File: config.mk
export PLATFORM = sky130hd
export DESIGN_NAME = pipe_ctrl
export DESIGN_NICKNAME = d
export VERILOG_FILES = /design/src/rtl/pipe_pkg.sv /design/src/rtl/pipe_ctrl.sv
export SDC_FILE = /design/constraint.sdc
export NUM_CORES = 1
export LEC_CHECK = 0
export BUFFER_PORTS_ARGS = -buffer_cell sky130_fd_sc_hd__buf_2
export CORE_AREA = 2 2 39 41
export CTS_BUF_LIST = sky130_fd_sc_hd__clkbuf_4 sky130_fd_sc_hd__clkbuf_8
export DETAILED_ROUTE_END_ITERATION = 16
export DIE_AREA = 0 0 41 43
export PLACE_DENSITY = 0.38
export SLEW_MARGIN = 20
export SYNTH_ARGS = -nofsm -noshare
export SYNTH_HDL_FRONTEND = slang
export SYNTH_SLANG_ARGS = --single-unit
File: constraint.sdc
create_clock -name CLK -period 1.43 [get_ports CLK]
set_clock_uncertainty 0.1 [all_clocks]
set_input_delay 0.286 -clock CLK [delete_from_list [all_inputs] [get_ports CLK]]
set_output_delay 0.286 -clock CLK [all_outputs]
set_load 0.1 [all_outputs]
File: src/rtl/pipe_pkg.sv
// Shared definitions for the pipeline sequencer: FSM states, PC source
// select codes and pipeline register indices.
package pipe_pkg;

    typedef enum logic [1:0] {
        ST_RUN      = 2'd0,
        ST_MEM_WAIT = 2'd1,
        ST_DRAIN    = 2'd2,
        ST_REDIRECT = 2'd3
    } pipe_state_t;

    localparam logic [1:0] PCSEL_SEQ    = 2'b00;
    localparam logic [1:0] PCSEL_JUMP   = 2'b01;
    localparam logic [1:0] PCSEL_BRANCH = 2'b10;
    localparam logic [1:0] PCSEL_TRAP   = 2'b11;

    localparam int IFID  = 0;
    localparam int IDEX  = 1;
    localparam int EXMEM = 2;
    localparam int MEMWB = 3;

endpackage

File: src/rtl/pipe_ctrl.sv
// Pipeline sequencer for the 5-stage core. Merges hazard stall/flush,
// branch redirect, instruction/data memory wait and interrupt entry into
// PC enable/select and per-register hold/bubble controls (Mealy outputs).
// Optional interrupt support is compiled in with `define PIPE_CTRL_IRQ_EN,
// which adds the DRAIN/REDIRECT states and the drain counter.
module pipe_ctrl
    import pipe_pkg::*;
#(
    parameter int DRAIN_CYCLES = 2
) (
    input  logic       CLK,
    input  logic       RST,
    input  logic       HAZ_STALL,
    input  logic       HAZ_FLUSH,
    input  logic       BR_TAKEN,
    input  logic       IMEM_READY,
    input  logic       DMEM_REQ,
    input  logic       DMEM_ACK,
    input  logic       IRQ,
    output logic       PC_EN,
    output logic [1:0] PC_SEL,
    output logic [3:0] STAGE_EN,
    output logic [3:0] BUBBLE,
    output logic       EPC_CAPTURE,
    output logic       TRAP_TAKEN
);

    pipe_state_t state;
    pipe_state_t state_next;
    logic        dmem_freeze;
    logic        mem_stall;

`ifdef PIPE_CTRL_IRQ_EN
    logic [1:0] drain_cnt;
    logic [1:0] drain_cnt_next;
`else
    // Without interrupt support these inputs have no effect.
    logic       irq_unused;
    localparam int DRAIN_CYCLES_UNUSED = DRAIN_CYCLES;
    assign irq_unused = IRQ;
`endif

    assign dmem_freeze = DMEM_REQ && !DMEM_ACK;
    // In MEM_WAIT the request is already known outstanding, so only the ack matters.
    assign mem_stall   = (state == ST_MEM_WAIT) ? !DMEM_ACK : dmem_freeze;

    // Next-state and Mealy output decode; reset forces a fully bubbled pipe.
    always_comb begin
        state_next  = state;
        PC_EN       = 1'b0;
        PC_SEL      = PCSEL_SEQ;
        STAGE_EN    = 4'b0000;
        BUBBLE      = 4'b0000;
        EPC_CAPTURE = 1'b0;
        TRAP_TAKEN  = 1'b0;
`ifdef PIPE_CTRL_IRQ_EN
        drain_cnt_next = drain_cnt;
`endif
        case (state)
            ST_RUN, ST_MEM_WAIT: begin
                state_next = ST_RUN;
                if (mem_stall) begin
                    BUBBLE[MEMWB] = 1'b1;
                    state_next    = ST_MEM_WAIT;
                end else if (BR_TAKEN) begin
                    PC_SEL      = PCSEL_BRANCH;
                    PC_EN       = 1'b1;
                    BUBBLE      = 4'b0011;
                    STAGE_EN    = 4'b1100;
                end else if (HAZ_STALL) begin
                    BUBBLE[IDEX] = 1'b1;
                    STAGE_EN     = 4'b1100;
                end else if (HAZ_FLUSH) begin
                    PC_SEL       = PCSEL_JUMP;
                    PC_EN        = 1'b1;
                    BUBBLE[IFID] = 1'b1;
                    STAGE_EN     = 4'b1110;
`ifdef PIPE_CTRL_IRQ_EN
                end else if (IRQ) begin
                    EPC_CAPTURE    = 1'b1;
                    BUBBLE[IFID]   = 1'b1;
                    STAGE_EN       = 4'b1110;
                    drain_cnt_next = DRAIN_CYCLES[1:0];
                    state_next     = ST_DRAIN;
`endif
                end else begin
                    STAGE_EN     = 4'b1111;
                    PC_EN        = IMEM_READY;
                    BUBBLE[IFID] = !IMEM_READY;
                end
            end
`ifdef PIPE_CTRL_IRQ_EN
            ST_DRAIN: begin
                if (dmem_freeze) begin
                    BUBBLE[MEMWB] = 1'b1;
                end else begin
                    BUBBLE[IFID]   = 1'b1;
                    STAGE_EN       = 4'b1110;
                    drain_cnt_next = drain_cnt - 2'd1;
                    if (drain_cnt <= 2'd1) begin
                        state_next = ST_REDIRECT;
                    end
                end
            end
            ST_REDIRECT: begin
                PC_SEL       = PCSEL_TRAP;
                PC_EN        = 1'b1;
                TRAP_TAKEN   = 1'b1;
                BUBBLE[IFID] = 1'b1;
                STAGE_EN     = 4'b1110;
                state_next   = ST_RUN;
            end
`endif
            default: begin
                state_next = ST_RUN;
            end
        endcase
        if (RST) begin
            PC_EN       = 1'b0;
            PC_SEL      = PCSEL_SEQ;
            STAGE_EN    = 4'b0000;
            BUBBLE      = 4'b1111;
            EPC_CAPTURE = 1'b0;
            TRAP_TAKEN  = 1'b0;
        end
    end

    // State register with synchronous reset back to RUN.
    always_ff @(posedge CLK) begin
        if (RST) begin
            state <= ST_RUN;
        end else begin
            state <= state_next;
        end
    end

`ifdef PIPE_CTRL_IRQ_EN
    // Drain counter; a pending drain is discarded by reset.
    always_ff @(posedge CLK) begin
        if (RST) begin
            drain_cnt <= 2'd0;
        end else begin
            drain_cnt <= drain_cnt_next;
        end
    end
`endif

endmodule

==> impl_metrics.tcl <==
set metrics [dict create \
    synth-seq-cells 1 \
    critical_path_class "input pin to output port" \
    multi_input_area_um2 160 \
    end_kind "output port" \
    grt_max_degree 7 \
    syn_to_final_growth_pct 199 \
    cp_slowest_cell "and3_4" \
    gp_congestion 0.535 \
    rsz0062_at_grt "yes" \
    finalWorstSetupSlack_ns -0.150 \
    die_w_um 41 \
    synthesis.area_um2 166 \
    rows 14 \
    hp-class "flip-flop to flip-flop" \
    seqCellArea_um2 20.0 \
    top_register "state" \
    fmax_mhz 633 \
    synth_cells 24 \
    finalHoldViolCount 0 \
    place_worst_setup_slack_ns -0.228 \
    period_share 1.10 \
    die_h_um 43 \
    ys_warn_count 0 \
    grt_pass1_vias 199 \
    drv_slew 0 \
    drt_iter0_markers 0 \
    nets 54 \
    fillers 139 \
    hold_slack_ns 0.472 \
    top_regs "state x1" \
    pwr_density_cell_nw_per_um2 662 \
    via_count 220 \
    path_clk_slew_ns 0 \
    cp.required_ns 1.04 \
    grt_usage 0.0630 \
    period_needed_ns 1.58 \
    dr.pass1.iters 1 \
    antenna_found_initial 0 \
    syn_avg_cell_area_um2 6.93 \
    drc 0 \
    design_area_um2 498 \
    ys_top_cells_by_area "buf_4 (18%), dfxtp_1 (12%), nor2_1 (11%)" \
    placed_area_um2 457 \
    wl_um 548 \
    start_util 0.120 \
    io-pin-count 22 \
    totalPowerFinal_mw 0.330 \
    max_stage_delay_ns 0.24 \
    dp.cells 58 \
    finish.utilization 0.360 \
    cp_cell_sequence "buf_6, o21ba_4, nor2_4, and3_4, buf_12" \
    p_leak_nw 0.225 \
    status "finished, violations left" \
    routed_via_density 3.73 \
    setup_tns_ns -0.868 \
    ant_nets 0 \
    final_common_cell "buf_12" \
    core-area_um2 1380 \
    crit_path_max_fanout 6 \
    ys_seq_area_frac 0.120 \
    violations "negative setup slack" \
    largest_reg_flops 1 \
    setup_viol 7 \
    wl_per_cell_um 9.29 \
    peakVddDrop_mv 0.335 \
    synth_cell_types 15 \
    arrival_ns 1.19 \
    dieArea_um2 1760 \
    layout_common_cells "buf_12 (10), buf_2 (6), nor2_1 (4), buf_4 (4)" \
    grt_pass1_wl_um 834 \
    stdcell_count 59 \
    startpoint_type "input pin" \
    drive_gt1_frac 0.744 \
    cap_violations 0 \
    clkLatencyLatePin_ns 0 \
    portBuffers 18 \
    ctsHoldBuffers 0 \
    post-dp-hpwl_um 476 \
    n_antenna_cell 0 \
    yosys.area.top_type "buf_4" \
    yosysTopAreaCellShare 0.180 \
    grt_overflow 0 \
]
[path summary, 6_finish.rpt]
| kind | start | endpoint | slack (ns) | cells after the start |
|---|---|---|---|---|
| worst max-delay path | DMEM_REQ | STAGE_EN[0] | -0.15 | 5 |
| worst max register to register | state[0] | state[0] | 0.65 | 2 |
| worst min register to register | state[0] | state[0] | 0.47 | 2 |
| worst min-delay path | state[0] | state[0] | 0.47 | 2 |
[synth_stat cells]
| cell | n |
|---|---|
| nor2_1 | 5 |
| buf_4 | 4 |
| and3_1 | 2 |
| o21bai_1 | 2 |
| a21o_1 | 1 |
| a21oi_1 | 1 |
| and2_2 | 1 |
| conb_1 | 1 |
| dfxtp_1 | 1 |
| inv_1 | 1 |
| inv_2 | 1 |
| nor2_4 | 1 |
| nor3_2 | 1 |
| o21a_1 | 1 |
| o21ba_2 | 1 |
[power breakdown]
group	leakage (nW)	internal, mW	switching [mW]	total (mW)
Sequential	0.00823	0.0299	0.00164	0.0315
Clock	0	0	0	0
Combinational	0.217	0.0993	0.199	0.298
[kinds of logic after synthesis]
| group | Yosys count | synth area share |
|---|---|---|
| and+or+nand+nor | 10 | 0.361 |
| AOI/OAI and AO/OA | 6 | 0.271 |
| other | 1 | 0.0225 |
| DFF | 1 | 0.120 |
| buffers and inverters | 6 | 0.226 |
[worst max-delay path, delay by kind of cell]
| kind | cells | cell delay, ns |
|---|---|---|
| buffers and inverters | 2 | 0.26 |
| AND/OR/NAND/NOR | 2 | 0.44 |
| AO/OA/AOI/OAI | 1 | 0.20 |
[layout make-up]
| type | count | area share |
|---|---|---|
| Sequential cell | 1 | 0.0402 |
| Timing Repair Buffer | 22 | 0.568 |
| Inverter | 2 | 0.0302 |
| Tap cell | 16 | 0.0402 |
| Multi-Input combinational cell | 18 | 0.322 |
[repair_timing]
action / in CTS / in global routing
gates resized for setup: 5 / 2
pin swaps: 5 / 1
cloned: 0 / 0
setup endpoints to repair: 9 / 8
buffers inserted: 0 / 1
[metal layers]
layer | wire (um) | track usage | vias to the layer above | part of all wire
li1 | - | - | 112 | -
met1 | 219 | 0.0794 | 88 | 0.40
met2 | 221 | 0.103 | 20 | 0.40
met3 | 107 | 0.0262 | 0 | 0.20
met4 | 0 | 0 | 0 | 0
met5 | 0 | 0 | - | 0
No activity file was read; power rests on OpenSTA's default activity.
